`config.mk`:
```
export PLATFORM = sky130hd
export DESIGN_NAME = jtag_tap_ctrl_flat
export DESIGN_NICKNAME = d
export VERILOG_FILES = /design/src/rtl/jtag_tap_ctrl_pkg.sv /design/src/rtl/jtag_tap_ctrl_if.sv /design/src/rtl/jtag_tap_ctrl_fsm.sv /design/src/rtl/jtag_tap_ctrl.sv /design/src/flat_wrapper.sv
export SDC_FILE = /design/constraint.sdc
export NUM_CORES = 1
export LEC_CHECK = 0
export CORE_MARGIN = 1
export CORE_UTILIZATION = 37
export DETAILED_ROUTE_END_ITERATION = 12
export HOLD_SLACK_MARGIN = 0.1
export PLACE_DENSITY = 0.83
export SLEW_MARGIN = 20
export SYNTH_ARGS = -nofsm -noshare
export SYNTH_HDL_FRONTEND = slang
export SYNTH_SLANG_ARGS = --single-unit
```
`constraint.sdc`:
```
create_clock -name ck -period 1.2 [get_ports ck]
set_input_delay 0.12 -clock ck [delete_from_list [all_inputs] [get_ports ck]]
set_output_delay 0.12 -clock ck [all_outputs]
set_load 0.02 [all_outputs]
```
`src/rtl/jtag_tap_ctrl_pkg.sv`:
```
// jtag_pkg: shared definitions for the JTAG TAP controller slice.
// Holds the IEEE 1149.1 TAP state encodings and helpers that derive the
// fixed opcodes from the instruction register width.
// Optional feature macro used by this slice: JTAG_IDCODE_EN.
package jtag_pkg;

  typedef enum logic [3:0] {
    TLR    = 4'hF,
    RTI    = 4'hC,
    SEL_DR = 4'h7,
    CAP_DR = 4'h6,
    SH_DR  = 4'h2,
    EX1_DR = 4'h1,
    PAU_DR = 4'h3,
    EX2_DR = 4'h0,
    UPD_DR = 4'h5,
    SEL_IR = 4'h4,
    CAP_IR = 4'hE,
    SH_IR  = 4'hA,
    EX1_IR = 4'h9,
    PAU_IR = 4'hB,
    EX2_IR = 4'h8,
    UPD_IR = 4'hD
  } tap_state_e;

  localparam logic [31:0] DEFAULT_IDCODE = 32'h0000_0765;

  // BYPASS is always the all-ones opcode.
  function automatic int unsigned bypass_opcode(input int unsigned irW);
    return (32'd1 << irW) - 32'd1;
  endfunction

  // IDCODE sits just below BYPASS (all-ones minus one).
  function automatic int unsigned idcode_opcode(input int unsigned irW);
    return (32'd1 << irW) - 32'd2;
  endfunction

endpackage

```
`src/rtl/jtag_tap_ctrl_if.sv`:
```
// jtag_tap_ctrl_if: the serial JTAG pin bundle between a tester and the TAP.
// The master modport is the tester side, the slave modport is the TAP side.
interface jtag_tap_ctrl_if;
  logic tms;
  logic tdi;
  logic tdo;
  logic tdo_en;

  modport master (output tms, output tdi, input tdo, input tdo_en);
  modport slave  (input tms, input tdi, output tdo, output tdo_en);
endinterface

```
`src/rtl/jtag_tap_ctrl_fsm.sv`:
```
// jtag_tap_fsm: the 16-state TAP state machine plus capture/shift/update
// enable decode. Enables are pure decodes of the current state, so each one
// is high for exactly the cycles the FSM spends in the matching state.
module jtag_tap_fsm
  import jtag_pkg::*;
(
  input  logic       ck,
  input  logic       rst_n,
  input  logic       tms_i,
  output tap_state_e state_o,
  output logic       capture_dr_o,
  output logic       shift_dr_o,
  output logic       update_dr_o,
  output logic       capture_ir_o,
  output logic       shift_ir_o,
  output logic       update_ir_o
);

  tap_state_e state_q;
  tap_state_e state_d;

  // State register; TRST-style async reset lands in Test-Logic-Reset.
  always_ff @(posedge ck or negedge rst_n) begin
    if (!rst_n) begin
      state_q <= TLR;
    end else begin
      state_q <= state_d;
    end
  end

  // Standard TAP transition graph driven by tms.
  always_comb begin
    state_d = state_q;
    case (state_q)
      TLR:     state_d = tms_i ? TLR    : RTI;
      RTI:     state_d = tms_i ? SEL_DR : RTI;
      SEL_DR:  state_d = tms_i ? SEL_IR : CAP_DR;
      CAP_DR:  state_d = tms_i ? EX1_DR : SH_DR;
      SH_DR:   state_d = tms_i ? EX1_DR : SH_DR;
      EX1_DR:  state_d = tms_i ? UPD_DR : PAU_DR;
      PAU_DR:  state_d = tms_i ? EX2_DR : PAU_DR;
      EX2_DR:  state_d = tms_i ? UPD_DR : SH_DR;
      UPD_DR:  state_d = tms_i ? SEL_DR : RTI;
      SEL_IR:  state_d = tms_i ? TLR    : CAP_IR;
      CAP_IR:  state_d = tms_i ? EX1_IR : SH_IR;
      SH_IR:   state_d = tms_i ? EX1_IR : SH_IR;
      EX1_IR:  state_d = tms_i ? UPD_IR : PAU_IR;
      PAU_IR:  state_d = tms_i ? EX2_IR : PAU_IR;
      EX2_IR:  state_d = tms_i ? UPD_IR : SH_IR;
      UPD_IR:  state_d = tms_i ? SEL_DR : RTI;
      default: state_d = TLR;
    endcase
  end

  // Enable decode from the current state.
  always_comb begin
    capture_dr_o = 1'b0;
    shift_dr_o   = 1'b0;
    update_dr_o  = 1'b0;
    capture_ir_o = 1'b0;
    shift_ir_o   = 1'b0;
    update_ir_o  = 1'b0;
    case (state_q)
      CAP_DR:  capture_dr_o = 1'b1;
      SH_DR:   shift_dr_o   = 1'b1;
      UPD_DR:  update_dr_o  = 1'b1;
      CAP_IR:  capture_ir_o = 1'b1;
      SH_IR:   shift_ir_o   = 1'b1;
      UPD_IR:  update_ir_o  = 1'b1;
      default: ;
    endcase
  end

  assign state_o = state_q;

endmodule

```
`src/rtl/jtag_tap_ctrl.sv`:
```
// jtag_tap_ctrl: parametrised JTAG TAP. Wraps the TAP FSM and adds the
// instruction register, opcode decoder, bypass (and optional IDCODE)
// register and the registered TDO mux. External scan chains shift on their
// own; this block only selects them through dr_sel and gates with shift_dr.
// Optional feature macro: JTAG_IDCODE_EN (adds the 32-bit IDCODE register
// and makes IDCODE the reset instruction).
module jtag_tap_ctrl
  import jtag_pkg::*;
#(
  parameter int          IR_W   = 2,
  parameter int          NUM_DR = 2,
  parameter logic [31:0] IDCODE = DEFAULT_IDCODE
) (
  input  logic              ck,
  input  logic              rst_n,
  jtag_tap_ctrl_if.slave    jtag,
  input  logic [NUM_DR-1:0] dr_tdo,
  output logic [3:0]        tap_state,
  output logic              capture_dr,
  output logic              shift_dr,
  output logic              update_dr,
  output logic              capture_ir,
  output logic              shift_ir,
  output logic              update_ir,
  output logic [NUM_DR-1:0] dr_sel,
  output logic [IR_W-1:0]   inst,
  output logic              hold
);

  // Reject parameter combinations that leave no room for BYPASS/IDCODE.
  if (IR_W < 2) begin : gIrWCheck
    $error("jtag_tap_ctrl: IR_W must be at least 2");
  end
  if (NUM_DR > (1 << IR_W) - 2) begin : gNumDrCheck
    $error("jtag_tap_ctrl: NUM_DR must not exceed 2**IR_W-2");
  end
  if (IDCODE[0] != 1'b1) begin : gIdcodeCheck
    $error("jtag_tap_ctrl: IDCODE bit 0 must be 1");
  end

  localparam logic [IR_W-1:0] BYPASS_OP = IR_W'(bypass_opcode(IR_W));
`ifdef JTAG_IDCODE_EN
  localparam logic [IR_W-1:0] IDCODE_OP = IR_W'(idcode_opcode(IR_W));
  localparam logic [IR_W-1:0] RESET_OP  = IDCODE_OP;
`else
  localparam logic [IR_W-1:0] RESET_OP  = BYPASS_OP;
`endif

  tap_state_e        state;
  logic [IR_W-1:0]   ir_shift_q;
  logic [IR_W-1:0]   inst_q;
  logic              bypass_q;
  logic              tdo_q;
  logic              tdo_en_q;
  logic              drLsb;
  logic [NUM_DR-1:0] drSel;

  jtag_tap_fsm u_fsm (
    .ck           (ck),
    .rst_n        (rst_n),
    .tms_i        (jtag.tms),
    .state_o      (state),
    .capture_dr_o (capture_dr),
    .shift_dr_o   (shift_dr),
    .update_dr_o  (update_dr),
    .capture_ir_o (capture_ir),
    .shift_ir_o   (shift_ir),
    .update_ir_o  (update_ir)
  );

  // IR shift stage: capture the fixed 0..01 pattern, shift right with tdi at MSB.
  always_ff @(posedge ck or negedge rst_n) begin
    if (!rst_n) begin
      ir_shift_q <= '0;
    end else if (capture_ir) begin
      ir_shift_q <= IR_W'(1);
    end else if (shift_ir) begin
      ir_shift_q <= {jtag.tdi, ir_shift_q[IR_W-1:1]};
    end
  end

  // Active instruction only moves in Update-IR, and falls back in Test-Logic-Reset.
  always_ff @(posedge ck or negedge rst_n) begin
    if (!rst_n) begin
      inst_q <= RESET_OP;
    end else if (state == TLR) begin
      inst_q <= RESET_OP;
    end else if (update_ir) begin
      inst_q <= ir_shift_q;
    end
  end

  // One-bit bypass register: cleared on capture, follows tdi while shifting.
  always_ff @(posedge ck or negedge rst_n) begin
    if (!rst_n) begin
      bypass_q <= 1'b0;
    end else if (capture_dr) begin
      bypass_q <= 1'b0;
    end else if (shift_dr) begin
      bypass_q <= jtag.tdi;
    end
  end

`ifdef JTAG_IDCODE_EN
  logic [31:0] idcode_q;

  // IDCODE register: capture reloads the constant, shift sends it out LSB first.
  always_ff @(posedge ck or negedge rst_n) begin
    if (!rst_n) begin
      idcode_q <= IDCODE;
    end else if (capture_dr) begin
      idcode_q <= IDCODE;
    end else if (shift_dr) begin
      idcode_q <= {jtag.tdi, idcode_q[31:1]};
    end
  end
`endif

  // Opcode decode: low opcodes pick an external chain, the rest fall to bypass/IDCODE.
  always_comb begin
    drSel = '0;
    drLsb = bypass_q;
`ifdef JTAG_IDCODE_EN
    if (inst_q == IDCODE_OP) begin
      drLsb = idcode_q[0];
    end
`endif
    for (int k = 0; k < NUM_DR; k++) begin
      if (inst_q == IR_W'(k)) begin
        drSel[k] = 1'b1;
        drLsb    = dr_tdo[k];
      end
    end
  end

  // Registered TDO: launch the selected LSB from either shift state, else hold.
  always_ff @(posedge ck or negedge rst_n) begin
    if (!rst_n) begin
      tdo_q    <= 1'b0;
      tdo_en_q <= 1'b0;
    end else if (shift_ir) begin
      tdo_q    <= ir_shift_q[0];
      tdo_en_q <= 1'b1;
    end else if (shift_dr) begin
      tdo_q    <= drLsb;
      tdo_en_q <= 1'b1;
    end else begin
      tdo_en_q <= 1'b0;
    end
  end

  assign jtag.tdo    = tdo_q;
  assign jtag.tdo_en = tdo_en_q;
  assign tap_state   = state;
  assign inst        = inst_q;
  assign dr_sel      = drSel;
  assign hold        = |drSel;

endmodule

```
`src/flat_wrapper.sv`:
```
// flat-port wrapper written by rule: the top's interface ports become plain ports
module jtag_tap_ctrl_flat import jtag_pkg::*;
#(
  parameter int          IR_W   = 2,
  parameter int          NUM_DR = 2,
  parameter logic [31:0] IDCODE = DEFAULT_IDCODE
)
  (ck, rst_n, dr_tdo, tap_state, capture_dr, shift_dr, update_dr, capture_ir, shift_ir, update_ir, dr_sel, inst, hold, jtag_tms, jtag_tdi, jtag_tdo, jtag_tdo_en);
  jtag_tap_ctrl_if jtag_i ();
  input  logic ck;
  input  logic rst_n;
  input  logic [NUM_DR-1:0] dr_tdo;
  output logic [3:0] tap_state;
  output logic capture_dr;
  output logic shift_dr;
  output logic update_dr;
  output logic capture_ir;
  output logic shift_ir;
  output logic update_ir;
  output logic [NUM_DR-1:0] dr_sel;
  output logic [IR_W-1:0] inst;
  output logic hold;
  input wire logic [$bits(jtag_i.tms)-1:0] jtag_tms;
  input wire logic [$bits(jtag_i.tdi)-1:0] jtag_tdi;
  output wire logic [$bits(jtag_i.tdo)-1:0] jtag_tdo;
  output wire logic [$bits(jtag_i.tdo_en)-1:0] jtag_tdo_en;
  assign jtag_i.tms = jtag_tms;
  assign jtag_i.tdi = jtag_tdi;
  assign jtag_tdo = jtag_i.tdo;
  assign jtag_tdo_en = jtag_i.tdo_en;
  jtag_tap_ctrl #(.IR_W(IR_W), .NUM_DR(NUM_DR), .IDCODE(IDCODE)) u_core (.ck(ck), .rst_n(rst_n), .jtag(jtag_i), .dr_tdo(dr_tdo), .tap_state(tap_state), .capture_dr(capture_dr), .shift_dr(shift_dr), .update_dr(update_dr), .capture_ir(capture_ir), .shift_ir(shift_ir), .update_ir(update_ir), .dr_sel(dr_sel), .inst(inst), .hold(hold));
endmodule
```
==> summary.txt <==
Critical path
  – Most common cell on crit path: buf_6
  – Worst EP required: 1.08 ns
  – Crit Path Category: reg2out
  – WP depth: 4
  – Critical Path, Cell by Cell: buf_6, nor3b_4, and2_4, buf_6
  – Buf/Inv on CP: 2
  – CP startpoint kind: flip-flop
  – CP max FO: 5
  – Worst Setup End Kind: primary output
  – R2R setup slack: -0.25 ns
  – Worst Path Arrival: 1.37 ns
  – Worst stage delay on the critical path: 0.62 ns
  – Crit-path leading delay family: flip-flops
  – Reg2Reg Depth: 4
  – CP max-delay cell: dfstp_2

Cells and area
  – Final net count: 113
  – Layout cell share with drive strength beyond 1: 0.613
  – Non-Filler Instances: 122
  – Ant diodes: 0
  – Layout area overhead: 86.1%

Logic synthesis
  – Post-synth top area cell: dfstp_2
  – Syn Std Cell Area: 596 µm²
  – Mapped Nets: 67
  – Count leader, synth: nor2_1
  – Syn Inst Count: 61
  – Number of synthesized flops with an enable pin: 0
  – Seq/Total Area, Yosys: 0.475
  – Syn. warnings: 0
  – Synth unique cells: 27
  – Synth area leaders: dfstp_2 26%, dfrtp_1 21%, nor2_1 4.4%, nor2b_1 4.2%, o21ai_1 4.2%
  – Fraction of synthesis flops using an asynchronous set or reset pin: 1.00
  – Yosys top cell area share: 0.265
  – Post-synth top cells: 7 x nor2_1, 6 x dfstp_2, 6 x nand2_1
  – Syn avg cell area: 9.76 µm²
  – Ys flop type: dfstp_2
  – #FFs+latches synth: 11

Run status
  – Failing checks: negative setup slack
  – Status: finished, violations left

Flow run
  – Max-Cap Viols: 0

Die
  – Die area: 0.00177 mm²
  – Site Rows: 14
  – Die W: 42.1 µm
  – CORE AREA: 0.00151 mm²
  – IO Count: 23
  – Starting density of the core: 0.395
  – Die Y: 42.1 µm

CTS
  – Clock-pin slew on the worst setup and hold paths: 0.07 ns
  – Sink Count: 11
  – Worst skew pair latency: 0.27 ns
  – CTS root buf: clkbuf_4
  – CTS tree: done
  – Num CTS Buffers: 3
  – Maximum buffer depth of the clock tree: 2
  – H-Tree Depth: 1

Timing
  – Hold Vio Cnt, Final: 0
  – Unrepaired setup endpoints after global routing: yes
  – Final Cycle Share: 1.24
  – Fmax: 671 MHz
  – Skew final: 0.000288 ns
  – Final worst slack: -0.291 ns
  – Setup violators final: 18
  – Setup Total Neg Slack: -2.64 ns
  – Final Max Slew Viols: 0
  – Slew HR: 0.861
  – Min cycle time layout: 1.49 ns
  – Actual slew at the worst max-slew pin: 0.208 ns

GRT
  – Number of global-route vias before repair: 636
  – Global-route wire length before repair: 2930 µm
  – Largest net degree at the start of global routing: 12
  – Initial antenna violation count: 0
  – Grt ovf: 0
  – Gr usage total: 0.221

Route
  – Vias/cell: 5.34
  – # DRC: 0
  – DR vias: 652
  – WL final: 1970 µm
  – Pre-Repair DR Iteration Count: 4
  – DRT iter0 DRCs: 10
  – Post-route antenna net violation count: 0
  – Wire per inst: 16.1 µm

Power and ir drop
  – Worst vdd ir: 1.70 mV
  – Cell Pwr Density: 2990 mW/mm²
  – Pleak: 0.524 nW

Placed design
  – IO Port Bufs: 22
  – Cells after DPL: 112
  – Routability cong.: 0.797
  – DP Worst Slack: -0.419 ns
  – DP HPWL: 1180 µm

Min path
  – Worst hold path type: in2async
==> cells by family after synthesis <==
| kind of cell | synth area share |
|---|---|
| AND/OR/NAND/NOR | 0.263 |
| flip-flops | 0.475 |
| buffers and inverters | 0.0546 |
| AO/OA/AOI/OAI | 0.134 |
| multiplexers | 0.0735 |
==> final timing paths <==
kind,start,endpoint
max,u_core.u_fsm.state_o[2]$_DFF_PN1_,shift_ir
min,rst_n,u_core.jtag.tdo_en$_DFF_PN0_
max reg2reg,u_core.u_fsm.state_o[0]$_DFF_PN1_,u_core.ir_shift_q[1]$_DFFE_PN0N_
min reg2reg,u_core.bypass_q$_DFFE_PN0N_,u_core.bypass_q$_DFFE_PN0N_
max in group asynchronous,rst_n,u_core.u_fsm.state_o[3]$_DFF_PN1_
min in group ck,u_core.bypass_q$_DFFE_PN0N_,u_core.bypass_q$_DFFE_PN0N_
==> cell type report <==
cell class | count | area, µm²
repair buffers | 45 | 405
fillers | 115 | 398
multi-input cells | 45 | 370
flip-flops and latches | 11 | 283
clock buffers | 4 | 26.3
well taps | 16 | 20.0
inverters | 1 | 3.75
==> layout by cell type (no fill, tap or decap), types with 3 or more instances in the layout <==
| master | instances |
|---|---|
| clkbuf_4 | 3 |
| nor2_1 | 5 |
| buf_2 | 3 |
| dfstp_2 | 6 |
| buf_4 | 19 |
| o21ai_1 | 4 |
| nand2_1 | 4 |
| buf_6 | 16 |
| clkdlybuf4s50_1 | 5 |
| dfrtp_1 | 5 |
| nor2b_1 | 3 |
==> metal layers <==
layer	share of wire	global-route usage
met3	0.043	0.0259
met1	0.37	0.267
met4	0.012	0.0938
met5	0	0
met2	0.57	0.394
==> power by group <==
part	internal [mW]	total, mW	switching [mW]
Sequential	0.615	0.813	0.198
Clock	0.129	0.259	0.130
Combinational	1.15	2.24	1.09
==> sequential cells by signal, summed over array words and instances, names as in the netlist <==
register and count:
u_core.bypass_q 1, u_core.ir_shift_q 2, u_core.jtag.tdo_en 1, u_core.u_fsm.state_o 4
u_core.inst 2, u_core.jtag.tdo 1
==> per-stage QoR <==
step	util	power, mW	area [µm²]	hold WS [ns]
after floorplan	-	1.78	631	-0.176
after global placement	0.638	2.54	961	0.429
after detailed placement	0.638	2.60	961	0.432
after CTS	0.685	3.02	1030	0.145
after global routing	0.736	3.51	1110	0.152
final	0.736	3.31	1110	0.145
==> what timing repair did <==
item	CTS	global route
setup buffers	7	2
setup endpoints to repair	21	21
resized for setup	90	15
endpoints found under the hold margin	0	0
pin swaps	4	4
hold buffers	0	0
gates cloned	0	0
(Power assumes the default switching activity.)
